<file path="src/rtl/fetch_prefetch_unit.sv">
// IF-stage front end: owns the fetch PC, issues in-order imem requests against a
// credit limit, buffers returned words with their PC+1, and feeds IF/ID.
module fetch_prefetch_unit #(
  parameter int unsigned DEPTH    = 4,
  parameter logic [15:0] RESET_PC = 16'h0000,
  parameter logic [15:0] NOP_INST = 16'h0000
) (
  input  logic                    clk,
  input  logic                    rst,
  output logic                    imem_req,
  output logic [15:0]             imem_addr,
  input  logic                    imem_valid,
  input  logic [15:0]             imem_data,
  input  logic                    redirect,
  input  logic [15:0]             redirect_pc,
  input  logic                    stall,
  output logic [15:0]             inst_out,
  output logic [15:0]             pc_added_out,
  output logic                    inst_valid,
  output logic [$clog2(DEPTH):0]  fifo_count
);

  localparam int unsigned PW = (DEPTH > 1) ? $clog2(DEPTH) : 1;
  localparam int unsigned CW = $clog2(DEPTH) + 1;
  // Drop counter is wider than the credit window: repeated redirects against a slow
  // memory can stack more discarded responses than DEPTH.
  localparam int unsigned DW = CW + 4;
  localparam logic [CW:0] DEPTH_W = (CW + 1)'(DEPTH);

  logic [15:0]   fetch_pc;
  logic [15:0]   fifo_inst [DEPTH];
  logic [15:0]   fifo_tag  [DEPTH];
  logic [15:0]   tag_q     [DEPTH];
  logic [PW-1:0] rd_ptr, wr_ptr, tq_rd, tq_wr;
  logic [CW-1:0] count, inflight;
  logic [DW-1:0] drop, drop_on_redirect;

  logic credit_ok, issue, resp_drop, resp_take, push, pop;

  function automatic logic [PW-1:0] ptr_next(input logic [PW-1:0] p);
    return (p == PW'(DEPTH - 1)) ? '0 : p + PW'(1);
  endfunction

  always_comb begin
    credit_ok        = ({1'b0, count} + {1'b0, inflight}) < DEPTH_W;
    issue            = !rst && !redirect && credit_ok;
    resp_drop        = imem_valid && (drop != '0);
    resp_take        = imem_valid && (drop == '0) && (inflight != '0);
    push             = resp_take && !redirect && !rst;
    pop              = !redirect && !stall && (count != '0);
    drop_on_redirect = drop + DW'(inflight) - DW'(resp_drop || resp_take);
  end

  assign imem_req   = issue;
  assign imem_addr  = fetch_pc;
  assign fifo_count = count;

  // Payload storage carries no reset; validity is tracked by the pointers and counts.
  always_ff @(posedge clk) begin
    if (issue) begin
      tag_q[tq_wr] <= fetch_pc + 16'd1;
    end
    if (push) begin
      fifo_inst[wr_ptr] <= imem_data;
      fifo_tag[wr_ptr]  <= tag_q[tq_rd];
    end
  end

  always_ff @(posedge clk) begin
    if (rst) begin
      fetch_pc     <= RESET_PC;
      rd_ptr       <= '0;
      wr_ptr       <= '0;
      tq_rd        <= '0;
      tq_wr        <= '0;
      count        <= '0;
      inflight     <= '0;
      drop         <= '0;
      inst_out     <= NOP_INST;
      pc_added_out <= RESET_PC + 16'd1;
      inst_valid   <= 1'b0;
    end else if (redirect) begin
      fetch_pc   <= redirect_pc;
      rd_ptr     <= '0;
      wr_ptr     <= '0;
      tq_rd      <= '0;
      tq_wr      <= '0;
      count      <= '0;
      inflight   <= '0;
      drop       <= drop_on_redirect;
      inst_out   <= NOP_INST;
      inst_valid <= 1'b0;
    end else begin
      if (issue) begin
        fetch_pc <= fetch_pc + 16'd1;
        tq_wr    <= ptr_next(tq_wr);
      end
      if (resp_drop) begin
        drop <= drop - DW'(1);
      end
      if (resp_take) begin
        tq_rd <= ptr_next(tq_rd);
      end
      inflight <= inflight + CW'(issue) - CW'(resp_take);
      if (push) begin
        wr_ptr <= ptr_next(wr_ptr);
      end
      count <= count + CW'(push) - CW'(pop);
      if (pop) begin
        rd_ptr       <= ptr_next(rd_ptr);
        inst_out     <= fifo_inst[rd_ptr];
        pc_added_out <= fifo_tag[rd_ptr];
        inst_valid   <= 1'b1;
      end else if (!stall) begin
        inst_out   <= NOP_INST;
        inst_valid <= 1'b0;
      end
    end
  end

endmodule

</file>
<file path="config.mk">
export PLATFORM = sky130hd
export DESIGN_NAME = fetch_prefetch_unit
export DESIGN_NICKNAME = d
export VERILOG_FILES = /design/src/rtl/fetch_prefetch_unit.sv
export SDC_FILE = /design/constraint.sdc
export NUM_CORES = 1
export LEC_CHECK = 0
export CORE_MARGIN = 10
export CORE_UTILIZATION = 40
export DETAILED_ROUTE_END_ITERATION = 12
export PLACE_DENSITY_LB_ADDON = 0.08
export SLEW_MARGIN = 15
export SYNTH_ARGS = -nofsm -noshare
export SYNTH_HDL_FRONTEND = slang
export SYNTH_SLANG_ARGS = --single-unit
</file>
<file path="constraint.sdc">
create_clock -name clk -period 7.26 [get_ports clk]
set_input_delay 0.726 -clock clk [delete_from_list [all_inputs] [get_ports clk]]
set_output_delay 0.726 -clock clk [all_outputs]
set_load 0.03 [all_outputs]
</file>
==> results of run 1 <==
-- sequential cells by signal, summed over array words and instances, names as in the netlist, named ones only --
name,cells
fifo_inst,64
fifo_tag,64
tag_q,64
drop,7
imem_addr,16
inflight,3
wr_ptr,2
rd_ptr,2
inst_out,16
fifo_count,3
tq_wr,2
inst_valid,1
tq_rd,2
pc_added_out,16
-- through the flow --
step	utilization	total power [W]	setup slack, ns
floorplan	-	0.00204	3.97
global placement	0.450	0.00215	2.97
detailed placement	0.450	0.00216	2.89
CTS	0.486	0.00365	2.88
global route	0.486	0.00378	2.72
finish	0.486	0.00360	2.90
-- worst reg2reg max path: stages, from the launching register on --
cell       delay, ns
dfxtp_1         0.39
inv_1           0.11
ha_1            0.24
nand4bb_4       0.12
nor2_1          0.07
o311a_1         0.27
or2_2           0.36
ha_1            0.28
inv_1           0.04
ha_1            0.21
fa_1            0.41
a21o_1          0.19
nand3_1         0.10
a21oi_1         0.07
nor3_1          0.23
mux2_2          0.35
-- metal layers --
layer,vias to the layer above,part of all wire,global-route usage
li1,2855,-,-
met1,3035,0.45,0.168
met2,131,0.48,0.222
met3,26,0.056,0.0333
met4,0,0.014,0.0324
met5,-,0,0
-- final cells by class --
cell class / instances / share of cell area
sequential: 266 / 0.558
clock buffer: 38 / 0.0632
tap: 341 / 0.0328
clock inverter: 15 / 0.0121
timing repair buffer: 100 / 0.0749
inverter: 34 / 0.00982
multi-input combinational: 369 / 0.249
-- logic make-up (layout without fill, tap and decap cells) --
| group | count (synthesis) | after routing |
|---|---|---|
| muxes | 56 | 56 |
| AOI/OAI and AO/OA | 102 | 102 |
| and+or+nand+nor | 153 | 153 |
| adders and majority gates | 34 | 34 |
| buffers and inverters | 70 | 187 |
| xor gates and xnor gates | 24 | 24 |
| DFF | 266 | 266 |
-- final timing paths --
path,start,to,cells after the start
min reg2reg,pc_added_out[3],pc_added_out[3],2
min,pc_added_out[3],pc_added_out[3],2
max,rst,imem_req,6
max reg2reg,drop[5],drop[6],15
-- cells in the final DEF (no fill, tap or decap), types with 2 or more instances in the layout --
master	synthesis	routed
and3_1	9	9
clkbuf_16	0	30
nor2b_1	2	2
or2_2	2	2
mux2_2	2	2
mux4_2	48	48
dfxtp_1	74	73
clkinv_1	1	5
clkinvlp_4	0	2
clkinv_2	0	4
buf_4	2	11
o21ai_0	10	10
clkdlybuf4s50_1	0	89
o31a_1	2	2
clkbuf_8	1	4
and2_1	7	7
a31oi_1	5	5
a211oi_1	5	5
mux2i_1	6	6
bufinv_16	0	3
nor2_1	51	51
a221oi_1	2	2
nand3_1	8	8
a32oi_1	6	6
or3_1	2	2
nor3_1	11	11
a22oi_1	20	20
inv_1	33	33
a21o_1	4	4
ha_1	31	31
edfxtp_1	192	192
nand2_1	48	48
clkbuf_1	13	4
xor2_1	5	5
fa_1	3	3
a21oi_1	38	38
xnor2_1	19	19
-- report_power, final --
part	internal (W)	total, W	switching (W)
clock	0.000900	0.00147	0.000570
sequential	0.00166	0.00169	0.0000329
combinational	0.000198	0.000434	0.000236
==> summary.txt, run 1 <==
Logic synthesis
  – Adder-cell area share of the yosys netlist: 0.0415
  – Ys flop type: edfxtp_1
  – Most frequent cell after synthesis: edfxtp_1
  – Synth area leader: edfxtp_1
  – Mapped Area: 10,800 um^2
  – Sequential fraction of the synthesis area: 0.671
  – Flops & latches, synth: 266
  – Largest family of logic cells by synthesized area: multiplexers
  – Most frequent cells after synthesis: edfxtp_1, dfxtp_1, nor2_1, mux4_2, nand2_1
  – Post-Synth XOR/XNOR Area: 0.0195
  – Complex-gate fraction of the synthesized area: 0.0620
  – Async SR Flop Fraction: 0
  – Synthesized area per cell: 15.3 um^2
  – Top cells by area, synth: edfxtp_1, dfxtp_1, mux4_2, ha_1, nor2_1
  – Synthesized net count: 776
  – Post-Synth Simple-Gate Area: 0.0694
  – Synth cell types: 59
  – Post-synth EDFFs: 192
  – Synth warn: 0
  – Post-synthesis mux area share: 0.108
  – Post-synth top area share: 0.534
  – Cells after Synth: 705

Critical path
  – Worst path most repeated cell: clkdlybuf4s50_1
  – Worst path bufs/invs: 4
  – Slowest stage cell, crit path: clkdlybuf4s50_1
  – Register-to-Register Setup Slack: 3.70 ns
  – Kind of critical path: primary input to output pin
  – Arrival @ worst endpoint: 3.63 ns
  – Worst path cell trace: clkdlybuf4s50_1 -> buf_4 -> nor2_2 -> nand3_2 -> inv_1 -> clkdlybuf4s50_1
  – CP peak stage delay: 0.81 ns
  – Nature of the critical path endpoint: output pin
  – Kind of cell adding the most delay to the critical path: buffers and inverters
  – Worst-path fanout max: 42
  – Startpoint Class: primary input
  – Worst Path Required: 6.53 ns

Cells and area
  – FILL cells: 2,341
  – Final Non-Filler Cells: 1,163
  – Antenna cells: 0
  – Multi-input logic area: 3240 um^2
  – Seq. cell area: 7250 um^2
  – Net count, final: 871
  – Share of cells above drive strength 1: 0.144
  – P&R area growth vs syn: 20.3%
  – Design Area, Final: 13,000 um^2

GRT
  – First-pass GRT wire length: 35.6 mm
  – Vias in the first global route: 6,508
  – Antenna violations before repair: 0
  – Largest net degree at the start of global routing: 43
  – Grt total ovfl: 0
  – All-layer global routing usage: 0.132

Floorplanning
  – Die Width: 184 um
  – Core region area: 26,700 um^2
  – Die area: 34,000 um^2
  – Initial Utilization: 0.404
  – Die height: 184 um
  – Ports: 90
  – Row count: 60

STA
  – Slew Viols, Final: 0
  – RSZ-0062 raised after global routing: no
  – Tmin final: 4.36 ns
  – TNS Setup: 0 ns
  – Final hold slack: 0.469 ns
  – Count of final setup violators: 0
  – Setup Skew: 0.00922 ns
  – Hold Fails Final Rpt: 0
  – Worst Max-Slew Pin Slew: 0.940 ns
  – Relative slew slack: 0.372
  – Fmax: 0.229 GHz
  – Final period utilization: 0.601

Place
  – HPWL after detailed placement: 14.4 mm
  – PortBufs: 89
  – RD Place Congestion: 0.793
  – Post-Place Cell Area: 12,000 um^2
  – Placed Cells: 1,110

Clock network
  – Worst-case clock buffer depth: 3
  – CTS buffer count: 29
  – CTS resizes: 0
  – Post-CTS setup buffers: 0
  – Hold_buf cts: 0
  – Clock Latency Late Sink: 0.53 ns
  – Reg clk slew, reported paths: 0.06 ns
  – CTS tree: yes
  – CTS Root Cell: clkbuf_16
  – # H-tree levels: 1
  – Clk sinks: 266

Power
  – Max rail drop VDD: 0.209 mV
  – LEAKAGE: 4.35 nW
  – Pwr per Cell Area: 277 nW/um^2

Route
  – TritonRoute pass-1 iters: 5
  – Routed Wire Length: 22.3 mm
  – Via count: 6,047
  – Iteration-0 DRC Markers: 308
  – WL/cell: 19.2 um
  – DRC violations left: 0
  – Routed Antenna Nets: 0
  – Vias/cell: 5.20

Run status
  – Outcome: completed

Run
  – # Max-Cap Violations: 0

Worst hold path
  – Hold Path Class: flip-flop to flip-flop
Power figures use the tool's default switching activity.
==> inputs of run 2 (changes only) <==
==> constraint.sdc (replaced) <==
create_clock -name clk -period 4.4 [get_ports clk]
set_input_delay 0.44 -clock clk [delete_from_list [all_inputs] [get_ports clk]]
set_output_delay 0.44 -clock clk [all_outputs]
set_load 0.03 [all_outputs]
==> run 2 against run 1 <==
  * Sequential share of layout area is 0.15 points higher
  * Total power is 62% higher
  * Die area stayed put
  * Clock power is 57% higher
  * Critical path depth is 9 higher
  * Clock-buffer cell count is 1 higher
  * Via count stayed put
  * Non-clock buffer count is 3 higher
  * Critical path type is now flip-flop to flip-flop
  * Flip-flop and latch count stayed put
==> summary.txt, run 2 (same netlist as run 1, synthesis figures left out) <==
GRT
  – Vias in the first global route: 6,465 (-0.66%)
  – Largest net degree at the start of global routing: 42 (-2.3%)
  – All-layer global routing usage: 0.131 (-0.00146)
  – First-pass GRT wire length: 35.3 mm (-0.78%)
  – Grt total ovfl: 0 (unchanged)
  – Antenna violations before repair: 0 (unchanged)

STA
  – Count of final setup violators: 0 (unchanged)
  – Fmax: 0.282 GHz
  – Worst Max-Slew Pin Slew: 0.927 ns (-0.0134 ns)
  – Slew Viols, Final: 0 (unchanged)
  – Setup Skew: 0.0107 ns (+0.00151 ns)
  – RSZ-0062 raised after global routing: no
  – Hold Fails Final Rpt: 0 (unchanged)
  – Relative slew slack: 0.381 (+0.00894)
  – Tmin final: 3.54 ns
  – TNS Setup: 0 ns (unchanged)
  – Final period utilization: 0.805

Run status
  – Outcome: completed

Power
  – LEAKAGE: 4.34 nW (-0.25%)
  – Switching Share: 0.232 (-0.000975)
  – Clock share of power: 0.396 (-0.012)
  – Comb power frac: 0.124 (+0.003)
  – Pwr per Cell Area: 449 nW/um^2 (+62%)
  – Sequential share of power: 0.480 (+0.009)
  – Int Pwr: 0.00447 W (+62%)
  – Switching pwr: 0.00135 W (+61%)
  – Max rail drop VDD: 0.353 mV (+69%)

Clock network
  – Clock Latency Late Sink: 0.53 ns (about the same)
  – Reg clk slew, reported paths: 0.06 ns (about the same)
  – Clk sinks: 266 (unchanged)
  – # H-tree levels: 1 (unchanged)
  – CTS resizes: 0 (unchanged)
  – Hold_buf cts: 0 (unchanged)
  – CTS buffer count: 29 (unchanged)
  – CTS Root Cell: clkbuf_16
  – CTS tree: yes
  – Worst-case clock buffer depth: 3 (unchanged)
  – Post-CTS setup buffers: 0 (unchanged)

Critical path
  – Worst Path Required: 4.82 ns (-1.71 ns)
  – Nature of the critical path endpoint: flip-flop
  – Worst-path fanout max: 11 (-74%)
  – Startpoint Class: flip-flop
  – Arrival @ worst endpoint: 3.97 ns (+0.34 ns)
  – Worst r2r src: drop[5]
  – Kind of critical path: flip-flop to flip-flop
  – CP startpoint: drop[5]

Route
  – Vias/cell: 5.20 (about the same)
  – Routed Wire Length: 22.3 mm (-0.22%)
  – DRC violations left: 0 (unchanged)
  – WL/cell: 19.1 um (-0.31%)
  – Routed Antenna Nets: 0 (unchanged)
  – TritonRoute pass-1 iters: 4 (-1)
  – Iteration-0 DRC Markers: 339 (+10%)
  – Via count: 6,047 (unchanged)

Cells and area
  – Net count, final: 874 (+0.34%)
  – Largest regs: fifo_inst (64), fifo_tag (64), tag_q (64)
  – Antenna cells: 0 (unchanged)
  – Most common library cell in the layout ignoring fill and taps: edfxtp_1
  – Final Non-Filler Cells: 1,164 (+0.086%)
  – Share of cells above drive strength 1: 0.139 (-0.00503)
  – P&R area growth vs syn: 20.0%
  – Design Area, Final: 13,000 um^2 (-0.28%)
  – Highest-count cells in the layout ignoring fill and taps: edfxtp_1, clkdlybuf4s50_1, dfxtp_1

Floorplanning
  – Core region area: 26,700 um^2 (unchanged)
  – Die area: 34,000 um^2 (unchanged)
  – Initial Utilization: 0.404 (unchanged)
  – Row count: 60 (unchanged)
  – Ports: 90 (unchanged)
  – Die height: 184 um (unchanged)
  – Die Width: 184 um (unchanged)

Run
  – # Max-Cap Violations: 0 (unchanged)

Worst hold path
  – Hold Path Class: flip-flop to flip-flop
  – Hold Startpoint: pc_added_out[12]

Place
  – RD Place Congestion: 0.776 (-2.1%)
  – PortBufs: 89 (unchanged)
  – Placed Cells: 1,113 (+0.27%)
  – HPWL after detailed placement: 14.6 mm (+1.1%)
  – Post-Place Cell Area: 12,000 um^2 (+0.27%)
[run 2: cell type report]
| class | instances | area (um^2) |
|---|---|---|
| Fill cell | 2293 | 13800 |
| Sequential cell | 266 | 7250 |
| Multi-Input combinational cell | 369 | 3240 |
| Timing Repair Buffer | 103 | 1010 |
| Clock buffer | 39 | 773 |
| Tap cell | 341 | 427 |
| Clock inverter | 12 | 138 |
| Inverter | 34 | 128 |
[run 2: power groups by stage]
stage	Clock, W	Sequential, W	Combinational (W)
finish	0.00231	0.00280	0.000721
global route	0.00248	0.00280	0.000812
CTS	0.00238	0.00280	0.000726
detailed placement	0	0.00285	0.000718
global placement	0	0.00284	0.000697
floorplan	0	0.00285	0.000513
[run 2: metrics by stage]
| step | worst slack (ns) | hold slack (ns) | utilization | total power [W] |
|---|---|---|---|---|
| final | 0.856 | 0.456 | 0.485 | 0.00582 |
| after global routing | 0.623 | 0.489 | 0.485 | 0.00610 |
| after CTS | 0.865 | 0.462 | 0.485 | 0.00590 |
| after detailed placement | 0.806 | 0.454 | 0.451 | 0.00357 |
| after global placement | 0.874 | 0.449 | 0.451 | 0.00354 |
| after floorplan | 1.11 | 0.492 | - | 0.00336 |
[run 2: final timing paths]
path	endpoint	slack, ns	depth (start not counted)
max reg2reg	drop[6]	0.86	15
min reg2reg	pc_added_out[12]	0.46	2
min	pc_added_out[12]	0.46	2
max	drop[6]	0.86	15
[run 2: per-layer routing]
metal	up-vias	routed length, um	GRT usage
met5	-	0	0
met1	3031	10000	0.166
met3	28	1180	0.0305
met4	0	360	0.0370
met2	127	10700	0.220
li1	2861	-	-
[run 2: worst max-delay path, cell delays in order (launching register included)]
cell and delay [ns]:
dfxtp_1 0.38, inv_1 0.11, ha_1 0.24, nand4bb_4 0.12
nor2_1 0.07, o311a_1 0.29, or2_2 0.37, ha_1 0.28
inv_1 0.04, ha_1 0.22, fa_1 0.41, a21o_1 0.19
nand3_1 0.10, a21oi_1 0.07, nor3_1 0.20, mux2_2 0.35
==> inputs of run 3 (changes only) <==
==> constraint.sdc (replaced) <==
create_clock -name clk -period 3.68 [get_ports clk]
set_input_delay 0.368 -clock clk [delete_from_list [all_inputs] [get_ports clk]]
set_output_delay 0.368 -clock clk [all_outputs]
set_load 0.03 [all_outputs]
==> run 3 against run 2 <==
  * Total power up 23%
  * Flip-flop and latch count unchanged
  * Highest routed layer unchanged
  * Clock power up 28%
  * Largest cell class unchanged
  * Worst hold slack worse by 0.011 ns
  * Combinational power up 19%
  * Wire length about the same
==> summary.txt, run 3 (same netlist as run 1, synthesis figures left out) <==
Power
  – Final Power: 0.00716 W (+23%)
  – Max rail drop VDD: 0.327 mV (-7.1%)
  – LEAKAGE: 4.41 nW (+1.5%)
  – Pwr per Cell Area: 547 nW/um^2 (+22%)

Place
  – PortBufs: 89 (unchanged)
  – HPWL after detailed placement: 14.4 mm (-1.4%)
  – RD Place Congestion: 0.768 (-1.0%)
  – Placed Cells: 1,118 (+0.45%)

Critical path
  – Worst path cell trace: inv_1 -> ha_1 -> nand4bb_4 -> o21a_4 -> or2_2 -> ha_1 -> inv_1 -> ha_1 -> fa_1 -> a21o_1 -> nand3_1 -> a21oi_1 -> nor3_1 -> mux2_2
  – Worst path most repeated cell: ha_1
  – Startpoint Class: flip-flop
  – Nature of the critical path endpoint: flip-flop
  – Arrival @ worst endpoint: 3.76 ns (-0.21 ns)
  – Kind of critical path: flip-flop to flip-flop
  – Register-to-Register Setup Slack: 0.35 ns (-0.51 ns)
  – Worst Path Required: 4.11 ns (-0.71 ns)
  – Slowest stage cell, crit path: fa_1
  – CP peak stage delay: 0.41 ns (about the same)
  – Worst-path fanout max: 8 (-3)

Floorplanning
  – Die height: 184 um (unchanged)
  – Initial Utilization: 0.404 (unchanged)
  – Die Width: 184 um (unchanged)
  – Die area: 34,000 um^2 (unchanged)
  – Row count: 60 (unchanged)
  – Core region area: 26,700 um^2 (unchanged)
  – Ports: 90 (unchanged)

Clock network
  – CTS buffer count: 29 (unchanged)
  – Clk sinks: 266 (unchanged)
  – CTS resizes: 0 (unchanged)
  – Clock Latency Late Sink: 0.54 ns (about the same)
  – CTS Root Cell: clkbuf_16
  – Worst-case clock buffer depth: 3 (unchanged)
  – # H-tree levels: 1 (unchanged)
  – CTS tree: yes
  – Reg clk slew, reported paths: 0.06 ns (about the same)
  – Post-CTS setup buffers: 0 (unchanged)
  – Hold_buf cts: 0 (unchanged)

GRT
  – All-layer global routing usage: 0.130 (-0.00110)
  – Grt total ovfl: 0 (unchanged)
  – First-pass GRT wire length: 35.1 mm (-0.69%)
  – Largest net degree at the start of global routing: 42 (unchanged)
  – Antenna violations before repair: 0 (unchanged)
  – Vias in the first global route: 6,363 (-1.6%)

STA
  – Slew Viols, Final: 0 (unchanged)
  – Count of final setup violators: 0 (unchanged)
  – Relative slew slack: 0.414 (+0.0324)
  – Fmax: 0.300 GHz (+6.3%)
  – Final period utilization: 0.906 (+0.100)
  – Hold Fails Final Rpt: 0 (unchanged)
  – Tmin final: 3.33 ns (-0.212 ns)
  – Setup Skew: 0.00842 ns (-0.00232 ns)
  – Worst Max-Slew Pin Slew: 0.878 ns (-0.0485 ns)
  – RSZ-0062 raised after global routing: no
  – TNS Setup: 0 ns (unchanged)

Route
  – TritonRoute pass-1 iters: 6 (+2)
  – Via count: 6,070 (+0.38%)
  – Vias/cell: 5.18 (-0.30%)
  – WL/cell: 19.0 um (-0.66%)
  – Iteration-0 DRC Markers: 235 (-31%)
  – Routed Antenna Nets: 0 (unchanged)
  – DRC violations left: 0 (unchanged)
  – Routed Wire Length: 22.3 mm (about the same)

Worst hold path
  – Hold Path Class: primary input to flip-flop

Cells and area
  – P&R area growth vs syn: 21.0%
  – Highest-count cells in the layout ignoring fill and taps: edfxtp_1, clkdlybuf4s50_1, dfxtp_1
  – Multi-input logic area: 3240 um^2 (unchanged)
  – Largest regs: fifo_inst (64), fifo_tag (64), tag_q (64)
  – Net count, final: 879 (+0.57%)
  – Most common library cell in the layout ignoring fill and taps: edfxtp_1
  – Final Non-Filler Cells: 1,172 (+0.69%)
  – FILL cells: 2,290 (-0.13%)
  – Share of cells above drive strength 1: 0.149 (+0.0107)
  – Antenna cells: 0 (unchanged)
  – Seq. cell area: 7250 um^2 (unchanged)

Run
  – # Max-Cap Violations: 0 (unchanged)

Run status
  – Outcome: completed
run 3: cell types whose count changed in the layout (fill, tap and decap cells not counted):
cell	previous run	this run
bufinv_16	3	5
clkinv_2	3	5
buf_4	14	19
clkbuf_1	9	6
clkbuf_8	1	2
clkinv_1	5	6
run 3: worst paths after layout:
check                        start          endpoint  cells after the start
setup / recovery           drop[4]           drop[6]                     14
hold / removal     redirect_pc[15]     imem_addr[15]                      3
hold reg to reg   pc_added_out[10]  pc_added_out[10]                      2
setup reg to reg           drop[4]           drop[6]                     14
run 3: through the flow:
step	setup WS [ns]	hold slack (ns)	util	instance area, um^2
after global routing	0.175	0.454	0.489	13100
after global placement	0.409	0.447	0.452	12100
after CTS	0.356	0.424	0.489	13100
after detailed placement	0.371	0.450	0.452	12100
after floorplan	0.393	0.467	-	10800
final	0.347	0.445	0.489	13100
run 3: per-layer routing:
metal | vias up | global-route usage | wire, um
met5 | - | 0 | 0
met2 | 146 | 0.218 | 10700
met4 | 0 | 0.0315 | 358
li1 | 2879 | - | -
met3 | 27 | 0.0331 | 1360
met1 | 3018 | 0.164 | 9860
run 3: layout make-up:
| class | instances | share of cell area |
|---|---|---|
| clock buffer | 37 | 0.0593 |
| inverter | 34 | 0.00976 |
| clock inverter | 17 | 0.0162 |
| multi-input combinational | 369 | 0.248 |
| timing repair buffer | 108 | 0.0798 |
| sequential | 266 | 0.554 |
| tap | 341 | 0.0326 |
run 3: power by group:
group / internal, W / total, W / switching, W
clock: 0.00183 / 0.00295 / 0.00112
combinational: 0.000397 / 0.000861 / 0.000464
sequential: 0.00328 / 0.00334 / 0.0000633
run 3: critical path: cells and delay by family, from the launching register on:
family | cells | cell delay, ns
flip-flops | 1 | 0.33
multiplexers | 1 | 0.34
AND/OR/NAND/NOR | 4 | 0.71
adder cells (fa/ha/maj) | 4 | 1.13
AO/OA/AOI/OAI | 3 | 0.51
buffers and inverters | 2 | 0.19
